--- src/rtl/flash_arb_pkg.sv ---
// rtl/flash_arb_pkg.sv - shared types and defaults for the flash Wishbone arbiter
package flash_arb_pkg;

    typedef enum logic [1:0] {
        IDLE = 2'd0,
        GNT0 = 2'd1,
        GNT1 = 2'd2
    } state_t;

    localparam int DATA_W_DEF         = 32;
    localparam int SEL_W              = DATA_W_DEF / 8;
    localparam int TIMEOUT_CYCLES_DEF = 4096;

endpackage

--- src/rtl/flash_arb_rr.sv ---
// rtl/flash_arb_rr.sv - two-way round-robin picker, one-hot result
module flash_arb_rr (
    input  logic [1:0] req,
    input  logic       last_grant,
    output logic [1:0] pick
);

    // A lone requester wins outright; on a tie the master not served last wins.
    always_comb begin
        pick = req;
        if (req == 2'b11) begin
            pick = last_grant ? 2'b01 : 2'b10;
        end
    end

endmodule

--- src/rtl/flash_wb_arbiter.sv ---
// rtl/flash_wb_arbiter.sv - two-master round-robin Wishbone arbiter for flash_top (optional FLASH_ARB_TIMEOUT_EN)
module flash_wb_arbiter
    import flash_arb_pkg::*;
#(
    parameter int ADDR_W         = 27,
    parameter int DATA_W         = DATA_W_DEF,
    parameter int MAX_BURST      = 16,
    parameter int TIMEOUT_CYCLES = TIMEOUT_CYCLES_DEF
) (
    input  logic                clk_100MHz,
    input  logic                reset_n,
    input  logic                m0_cyc_i,
    input  logic                m0_stb_i,
    input  logic                m0_we_i,
    input  logic [DATA_W/8-1:0] m0_sel_i,
    input  logic [ADDR_W-1:0]   m0_adr_i,
    input  logic [DATA_W-1:0]   m0_dat_i,
    output logic [DATA_W-1:0]   m0_dat_o,
    output logic                m0_ack_o,
    output logic                m0_err_o,
    input  logic                m1_cyc_i,
    input  logic                m1_stb_i,
    input  logic                m1_we_i,
    input  logic [DATA_W/8-1:0] m1_sel_i,
    input  logic [ADDR_W-1:0]   m1_adr_i,
    input  logic [DATA_W-1:0]   m1_dat_i,
    output logic [DATA_W-1:0]   m1_dat_o,
    output logic                m1_ack_o,
    output logic                m1_err_o,
    output logic                s_cyc_o,
    output logic                s_stb_o,
    output logic                s_we_o,
    output logic [DATA_W/8-1:0] s_sel_o,
    output logic [ADDR_W-1:0]   s_adr_o,
    output logic [DATA_W-1:0]   s_dat_o,
    input  logic [DATA_W-1:0]   s_dat_i,
    input  logic                s_ack_i,
    output logic [1:0]          grant_o
);

    localparam logic [7:0] BURST_LAST = 8'(MAX_BURST - 1);

    state_t     state_q, state_d;
    logic       last_grant_q, last_grant_d;
    logic [7:0] burst_q, burst_d;
    logic [1:0] pick;
    logic       gnt0, gnt1;
    logic       own_cyc, other_cyc;
    logic       raw_cyc, raw_stb;
    logic       to_hit;

    assign gnt0    = (state_q == GNT0);
    assign gnt1    = (state_q == GNT1);
    assign grant_o = {gnt1, gnt0};

    flash_arb_rr u_rr (
        .req        ({m1_cyc_i, m0_cyc_i}),
        .last_grant (last_grant_q),
        .pick       (pick)
    );

    assign own_cyc   = gnt1 ? m1_cyc_i : m0_cyc_i;
    assign other_cyc = gnt1 ? m0_cyc_i : m1_cyc_i;
    assign raw_cyc   = (gnt0 & m0_cyc_i) | (gnt1 & m1_cyc_i);
    assign raw_stb   = (gnt0 & m0_stb_i) | (gnt1 & m1_stb_i);

`ifdef FLASH_ARB_TIMEOUT_EN
    localparam logic [15:0] TO_LAST = 16'(TIMEOUT_CYCLES - 1);

    logic [15:0] to_cnt_q, to_cnt_d;

    // Abort does not look at s_ack_i so the slave's ack path never loops back into stb.
    assign to_hit = raw_stb & (to_cnt_q == TO_LAST);

    always_comb begin
        to_cnt_d = to_cnt_q;
        if (!(gnt0 | gnt1) || !own_cyc || to_hit || s_ack_i) begin
            to_cnt_d = '0;
        end else if (raw_stb) begin
            to_cnt_d = to_cnt_q + 16'd1;
        end
    end

    always_ff @(posedge clk_100MHz or negedge reset_n) begin
        if (!reset_n) begin
            to_cnt_q <= '0;
        end else begin
            to_cnt_q <= to_cnt_d;
        end
    end
`else
    logic unused_timeout;

    assign to_hit         = 1'b0;
    assign unused_timeout = ^TIMEOUT_CYCLES;
`endif

    assign s_cyc_o  = raw_cyc & ~to_hit;
    assign s_stb_o  = raw_stb & ~to_hit;
    assign m0_ack_o = gnt0 & s_ack_i & ~to_hit;
    assign m1_ack_o = gnt1 & s_ack_i & ~to_hit;
    assign m0_err_o = gnt0 & to_hit;
    assign m1_err_o = gnt1 & to_hit;
    assign m0_dat_o = s_dat_i;
    assign m1_dat_o = s_dat_i;

    always_comb begin
        s_we_o  = 1'b0;
        s_sel_o = '0;
        s_adr_o = '0;
        s_dat_o = '0;
        if (gnt0) begin
            s_we_o  = m0_we_i;
            s_sel_o = m0_sel_i;
            s_adr_o = m0_adr_i;
            s_dat_o = m0_dat_i;
        end else if (gnt1) begin
            s_we_o  = m1_we_i;
            s_sel_o = m1_sel_i;
            s_adr_o = m1_adr_i;
            s_dat_o = m1_dat_i;
        end
    end

    // The burst count saturates, so a lone master keeps the grant and a late
    // competitor takes over at the very next ack.
    always_comb begin
        state_d      = state_q;
        last_grant_d = last_grant_q;
        burst_d      = burst_q;
        case (state_q)
            IDLE: begin
                burst_d = '0;
                if (pick[0]) begin
                    state_d = GNT0;
                end else if (pick[1]) begin
                    state_d = GNT1;
                end
            end
            GNT0, GNT1: begin
                if (!own_cyc || to_hit) begin
                    state_d      = IDLE;
                    last_grant_d = gnt1;
                    burst_d      = '0;
                end else if (s_ack_i) begin
                    if (other_cyc && (burst_q == BURST_LAST)) begin
                        state_d      = IDLE;
                        last_grant_d = gnt1;
                        burst_d      = '0;
                    end else if (burst_q != BURST_LAST) begin
                        burst_d = burst_q + 8'd1;
                    end
                end
            end
            default: begin
                state_d = IDLE;
            end
        endcase
    end

    always_ff @(posedge clk_100MHz or negedge reset_n) begin
        if (!reset_n) begin
            state_q      <= IDLE;
            last_grant_q <= 1'b1;
            burst_q      <= '0;
        end else begin
            state_q      <= state_d;
            last_grant_q <= last_grant_d;
            burst_q      <= burst_d;
        end
    end

endmodule

--- config.mk ---
export PLATFORM = sky130hd
export DESIGN_NAME = flash_wb_arbiter
export DESIGN_NICKNAME = d
export VERILOG_FILES = /design/src/rtl/flash_arb_pkg.sv /design/src/rtl/flash_arb_rr.sv /design/src/rtl/flash_wb_arbiter.sv
export SDC_FILE = /design/constraint.sdc
export NUM_CORES = 1
export LEC_CHECK = 0
export BUFFER_PORTS_ARGS = -buffer_cell sky130_fd_sc_hd__buf_2
export CAP_MARGIN = 10
export CORE_AREA = 2 2 116 118
export CTS_BUF_LIST = sky130_fd_sc_hd__clkbuf_2
export DETAILED_ROUTE_END_ITERATION = 10
export DIE_AREA = 0 0 118 120
export REMOVE_ABC_BUFFERS = 1
export SKIP_LAST_GASP = 1
export SLEW_MARGIN = 20
export SYNTH_ARGS = -nofsm -noshare
export SYNTH_HDL_FRONTEND = slang
export SYNTH_HIERARCHICAL = 1
export SYNTH_SLANG_ARGS = --single-unit
--- constraint.sdc ---
create_clock -name clk_100MHz -period 3.2 [get_ports clk_100MHz]
set_clock_uncertainty 0.15 [all_clocks]
set_input_delay 0.8 -clock clk_100MHz [delete_from_list [all_inputs] [get_ports clk_100MHz]]
set_output_delay 0.8 -clock clk_100MHz [all_outputs]
set_load 0.02 [all_outputs]
Word level (Yosys, flattened, before mapping)
Index checks and enable logic that the tools add are counted.
- add/subtract/negate cells: 1
- equal/unequal tests: 11
- mux-type cells: 26
- bitwise gates (word level): 8
- reductions and logical operators: 7
- operator list (operator ; count):
    $mux 32 ; 2
    $mux 27 ; 2
    $mux 8 ; 4
    $pmux 8 s2 ; 1
    $mux 2 ; 7
    $ne 3x3->1 const B ; 3
    $reduce_and 3->1 ; 3
    $add 8x1->8 const B ; 1
    $eq 8x4->1 const B ; 1
    $mux 4 ; 2
    $ne 8x4->1 const B ; 1
    $mux 1 ; 7
    $and 1x1->1 ; 6
    $eq 2x2->1 const B ; 2
    $ne 4x4->1 const B ; 1
    $pmux 2 s2 ; 1
    $eq 2x1->1 const B ; 1
    $logic_not 2->1 ; 1
    $ne 2x1->1 const B ; 1
    $ne 2x2->1 const B ; 1
    $or 1x1->1 ; 2
    $reduce_bool 2->1 ; 1
    $reduce_or 2->1 ; 1
    $logic_and 1x1->1 ; 1
- register bits: 11
- input bits: 167
- output and inout port bits: 136

Longest topological paths before layout
Gate-level depths: netlist of the first run.
- depth in word-level cells: 7
- depth in mapped cells: 8
- mapped depth without buffers: 6

Modules after synthesis
The synthesis of the first run kept the hierarchy.
- modules (own cells, without submodules) (module ; times used ; cells each ; area each (sq um) ; seq. area each (sq um)):
    flash_wb_arbiter ; 1 ; 238 ; 1978.1 ; 276.5
    flash_arb_rr ; 1 ; 3 ; 18.8 ; 0.0

Worst setup path before layout of the first run
No wires, ideal clock.
- path kind: reg2out
- from: reg state_q[0]
- to: out s_adr_o[0]
- arrival: 1754 ps
- required time: 2250 ps
- setup slack: 496 ps
- stages on the path, launching flop included: 8
- path through: dfrtp_1 inv_1 ha_1 buf_2 inv_1 nor2_1 clkbuf_1 a22o_1
- word-level cells in the longest chain between the ends: 3
- elaborated cells between the ends (all ways): 4
- RTL lines (what ; line ; text):
    start: declaration ; flash_wb_arbiter.sv:43 ; state_t state_q, state_d;
    start signal: assignment ; flash_wb_arbiter.sv:167 ; state_q <= state_d;
    $eq 2x2->1 ; flash_wb_arbiter.sv:53 ; assign gnt1 = (state_q == GNT1);
    net gnt1 ; flash_wb_arbiter.sv:47 ; logic gnt0, gnt1;
    $mux 27 ; flash_wb_arbiter.sv:117 ; end else if (gnt1) begin
    $mux 27 ; flash_wb_arbiter.sv:112 ; if (gnt0) begin
    end: declaration ; flash_wb_arbiter.sv:34 ; output logic [ADDR_W-1:0] s_adr_o,
The timed path passes the listed nets, and every way through them passes these cells.

Worst setup path in the final report of the first run
- from: reg state_q[1]
- to: out s_dat_o[23]
- word-level cells in the longest chain between the ends: 3
- elaborated cells between the ends (all ways): 4
- RTL lines (what ; line ; text):
    $eq 2x2->1 ; flash_wb_arbiter.sv:53 ;
    $mux 32 ; flash_wb_arbiter.sv:117 ;
    $mux 32 * ; flash_wb_arbiter.sv:112 ;
    end: declaration ; flash_wb_arbiter.sv:35 ; output logic [DATA_W-1:0] s_dat_o,
Mark *: on every way between the ends. The rest lies on a longest branch, timed or not.

==> results.toml, run 1 <==
[clock_tree]
clk_path_buf_depth = 2
cts_setup_buffers = 0
cts_tree = "built"
clkSinkCount = 11
worstSkewPairLatency_ns = 0.28
cts-root-buf = "clkbuf_2"
clk_pin_slew_worst_paths_ns = 0.14
postCtsResizedCells = 0
cts-hold-fix-buffers = 0
htreeDepth = 1
cts_buffers = 3

[power]
total_power_mw = 2.06
power.density_mw_per_mm2 = 748
p_seq_frac = 0.091
pwr-share-comb = 0.867
worst_ir_drop_vdd_mv = 0.382
clockPowerShare = 0.042
swShare = 0.584
power_leakage_nw = 1.55
intPower_uw = 858
switchingPower_mw = 1.21

[logic_synthesis]
synth-seq-cells = 11
ys_top_cells_by_area = "a22o_1, buf_4, dfrtp_1"
synth_top_area_share = 0.285
postSynthCellCount = 241
yosysSeqAreaShare = 0.138
synth.distinct_cells = 38
syn_area_mm2 = 0.00200
ys_warn_count = 6
avgSynthCellArea_um2 = 8.29
synth-edff-count = 0
synth_ff_type = "dfrtp_1"
synthArstFlopShare = 1.00
synth_top_area_cell = "a22o_1"

[routing]
post_drt_wl_per_cell_um = 24.5
vias_per_cell = 4.56
drt-met1-wl_um = 6040
met2_wirelength_um = 5010
wirelength_um = 13400
dr_wl_met3_um = 2150
top_layer_used = "met5"
drt_iter0_drc = 204
drtAntennaViolNets = 0
drt_pass1_iterations = 4
drc = 0
vias = 2496

[layout]
layout_commonest_cell = "buf_2"
multi_input_area_mm2 = 0.00111
nets = 543
stdcell_count = 547
num-fill-cells = 1494
seqCellArea_um2 = 277
drive_above_1_share = 0.611
final_core_util = 0.213
syn_to_final_growth_pct = 38.2
final_cell_mix = "buf_2, a22o_1, dfrtp_1"

[critical_path]
reg2reg_slack_ns = 0.84
cp_slowest_cell = "ha_2"
worstSetupPathType = "flip-flop to output pin"
reg2reg_from = "state_q[0]"
reg2reg_depth = 7
crit_path_max_incr_delay_ns = 0.44
crit_fanout = 51
crit_chain = "inv_1, ha_2, nor2_4, buf_12, a22o_1, buf_2"
cp.required_ns = 2.25
critical_path_arrival_ns = 1.97
crit_path_end_kind = "output pin"
reg2reg_to = "burst_q[7]"
startpoint_type = "flip-flop"

[sta]
hold_viol = 0
slew_violations = 0
finalCritPeriodShare = 0.912
slew-limit-headroom = 0.635
tightest_slew_ns = 0.532
finalSetupTns_ns = 0
rsz0062_at_grt = "no"
max_freq_mhz = 343
fin_crit_ns = 2.92
finalSetupViolCount = 0

[status]
status = "finished clean"

[grt]
antenna_found_initial = 2
grt_pass1_wl_um = 18100
grt-ovfl-total = 0
first_global_vias = 2386
grt_usage = 0.176
grt_max_degree = 52

[floorplan]
die_width_um = 118
start_util = 0.154
die_height_um = 120
ios = 303
dieArea_mm2 = 0.0142
row_count = 42
core-area_mm2 = 0.0130

[placed_design]
dp_hpwl_um = 11300
io_buffers = 204
gp_congestion = 0.774
dp.cells = 542

[run]
cap_violations = 0

[hold_path]
hold_path.class = "input pin to asynchronous set/reset pin"
[flip-flops by register name (all words and copies together), names as in the netlist]
register / count
burst_q: 8
state_q: 2
last_grant_q: 1
[worst max-delay path: cells and delay by family (launching register included)]
kind,cells,cell delay (ns)
AND/OR/NAND/NOR,1,0.07
adder cells (fa/ha/maj),1,0.44
AO/OA/AOI/OAI,1,0.24
flip-flops,1,0.43
buffers and inverters,3,0.46
[cell usage after synthesis (4+ instances only)]
library cell / count
nand3_1: 5
nand2_1: 8
buf_4: 68
dfrtp_1: 10
and2_1: 4
a21o_1: 4
a22o_1: 65
nor4_1: 5
o21ai_0: 8
inv_1: 9
clkbuf_1: 14
nor2_1: 4
ha_1: 5
[final cells by class]
cell class	instances	share of cell area
Timing Repair Buffer	209	0.397
Clock buffer	4	0.00726
Sequential cell	11	0.100
Antenna cell	1	0.000907
Tap cell	176	0.0798
Inverter	9	0.0122
Multi-Input combinational cell	137	0.402
[power by group through the flow]
stage / Combinational, mW / Sequential [mW] / Clock [mW]
after floorplan: 1.08 / 0.183 / 0
after global placement: 1.79 / 0.190 / 0
after detailed placement: 1.80 / 0.191 / 0
after CTS: 1.81 / 0.188 / 0.0879
after global routing: 1.90 / 0.192 / 0.0951
final: 1.79 / 0.188 / 0.0870
[kinds of logic after synthesis]
| group | after synthesis | synth area share |
|---|---|---|
| other | 1 | 0.00188 |
| adders and majority gates | 5 | 0.0313 |
| buffers and inverters | 94 | 0.313 |
| DFF | 11 | 0.138 |
| and+or+nand+nor | 32 | 0.0821 |
| AOI/OAI and AO/OA | 95 | 0.417 |
| muxes | 3 | 0.0163 |
[layer usage]
layer  up-vias  track usage
met5         -       0.0919
met4         6       0.0105
met3        11        0.120
met2       218        0.220
met1      1163        0.245
li1       1098            -
[stage by stage]
stage	hold WS (ns)	area, um^2	setup WS, ns
floorplan	0.333	1410	-1.65
global placement	0.356	2740	0.623
detailed placement	0.366	2740	0.598
CTS	0.228	2760	0.274
global route	0.226	2760	0.177
finish	0.211	2760	0.282
[how the worst max path moves through the flow]
stage	startpoint	to	slack, ns	cells after the start
after floorplan	state_q[0]	s_adr_o[0]	-1.65	3
after global placement	state_q[1]	s_dat_o[3]	0.62	6
after detailed placement	state_q[1]	s_dat_o[3]	0.60	6
after CTS	state_q[1]	s_dat_o[3]	0.27	6
after global routing	state_q[1]	s_dat_o[23]	0.18	6
final	state_q[1]	s_dat_o[23]	0.28	6
Note: power is estimated with default switching activity, not from simulation.
==> run 2: changes to the inputs <==
--- a/constraint.sdc
+++ b/constraint.sdc
@@ -4,2 +4,2 @@
 set_output_delay 0.8 -clock clk_100MHz [all_outputs]
-set_load 0.02 [all_outputs]
+set_load 0.005 [all_outputs]
==> run 2 against run 1 <==
  * Final area down 1.3%
  * Wire length down 0.78%
  * Sequential power about the same
  * Largest power group unchanged
  * Critical endpoint is now s_dat_o[12]
  * Fmax about the same
  * Via count down 0.44%
  * Critical path depth up 1
  * Largest cell class unchanged
  * Critical path type unchanged
  * Total power down 20%
  * Utilization down 0.27 points
==> results.toml, run 2 (synthesized netlist as in run 1, its figures left out) <==
[power]
power_leakage_nw = 1.54
worst_ir_drop_vdd_mv = 0.390
power.density_mw_per_mm2 = 607
total_power_mw = 1.65

[routing]
post_drt_wl_per_cell_um = 24.4
drc = 0
vias_per_cell = 4.56
drt_iter0_drc = 221
drtAntennaViolNets = 0
vias = 2485
drt_pass1_iterations = 4
wirelength_um = 13300

[placed_design]
io_buffers = 204
dp.cells = 541
gp_congestion = 0.826
dp_hpwl_um = 11200

[layout]
nets = 542
diodes = 0
drive_above_1_share = 0.610
reg_top3 = "burst_q x8, state_q x2, last_grant_q x1"
syn_to_final_growth_pct = 36.4
final_cell_mix = "buf_2, a22o_1, dfrtp_1"
layout_commonest_cell = "buf_2"
largest_reg_flops = 8
stdcell_count = 545
num-fill-cells = 1482
largest_register = "burst_q"

[status]
status = "finished clean"

[sta]
finalCritPeriodShare = 0.911
slew-limit-headroom = 0.646
max_freq_mhz = 343
slew_violations = 0
fin_crit_ns = 2.92
tightest_slew_ns = 0.517
finalSetupViolCount = 0
hold_viol = 0
rsz0062_at_grt = "no"

[critical_path]
crit_fanout = 54
startpoint_type = "flip-flop"
cp.required_ns = 2.25
crit_path_end_kind = "output pin"
reg2reg_depth = 7
critical_path_arrival_ns = 1.97
worstSetupPathType = "flip-flop to output pin"

[clock_tree]
cts_tree = "built"
clk_pin_slew_worst_paths_ns = 0.11
cts_buffers = 3
htreeDepth = 1
worstSkewPairLatency_ns = 0.27
postCtsResizedCells = 0
cts_setup_buffers = 0
cts-hold-fix-buffers = 0
clk_path_buf_depth = 2
clkSinkCount = 11
cts-root-buf = "clkbuf_2"

[grt]
antenna_found_initial = 0
grt-ovfl-total = 0
grt_pass1_wl_um = 18000
first_global_vias = 2359
grt_usage = 0.174
grt_max_degree = 55

[floorplan]
core-area_mm2 = 0.0130
die_width_um = 118
die_height_um = 120
ios = 303
start_util = 0.154
row_count = 42
dieArea_mm2 = 0.0142

[run]
cap_violations = 0

[hold_path]
hold_path.class = "input pin to asynchronous set/reset pin"
==> run 2: cell type report <==
cell class / instances / area, um^2 / area share
Tap cell: 176 / 220 / 0.0808
Multi-Input combinational cell: 137 / 1110 / 0.407
Timing Repair Buffer: 208 / 1060 / 0.390
Clock buffer: 4 / 20.0 / 0.00735
Sequential cell: 11 / 277 / 0.102
Inverter: 9 / 33.8 / 0.0124
==> run 2: path summary, 6_finish.rpt <==
check	start	endpoint	slack [ns]
worst max-delay path	state_q[0]	s_dat_o[12]	0.28
worst min-delay path	reset_n	burst_q[6]	0.23
worst max register to register	state_q[0]	burst_q[7]	0.85
worst min register to register	burst_q[7]	burst_q[7]	0.39
max in group asynchronous	reset_n	last_grant_q	2.40
min in group clk_100MHz	burst_q[7]	burst_q[7]	0.39
==> run 2: worst max-delay path, stage by stage, from the launching register on <==
cell     delay [ns]
dfrtp_1        0.43
inv_1          0.10
ha_1           0.17
inv_1          0.08
nor2_4         0.26
buf_12         0.28
a22o_1         0.22
buf_2          0.13
==> run 2: where the power goes <==
group	internal [mW]	switching [mW]	total [mW]
combinational	0.625	0.757	1.38
clock	0.0332	0.0499	0.0830
sequential	0.164	0.0240	0.188
==> run 2: stage by stage <==
| stage | util | instance area (um^2) | worst slack [ns] | setup TNS (ns) | hold slack, ns |
|---|---|---|---|---|---|
| after floorplan | - | 1410 | -1.45 | -91.62 | 0.333 |
| after global placement | 0.208 | 2700 | 0.576 | 0 | 0.363 |
| after detailed placement | 0.208 | 2700 | 0.577 | 0 | 0.365 |
| after CTS | 0.210 | 2720 | 0.252 | 0 | 0.234 |
| after global routing | 0.210 | 2720 | 0.0952 | 0 | 0.220 |
| final | 0.210 | 2720 | 0.283 | 0 | 0.226 |
==> run 2: metal layers <==
metal,part of all wire,track usage
met5,0.011,0.0846
met4,0.0032,0.0128
met3,0.17,0.129
met2,0.37,0.215
met1,0.44,0.237
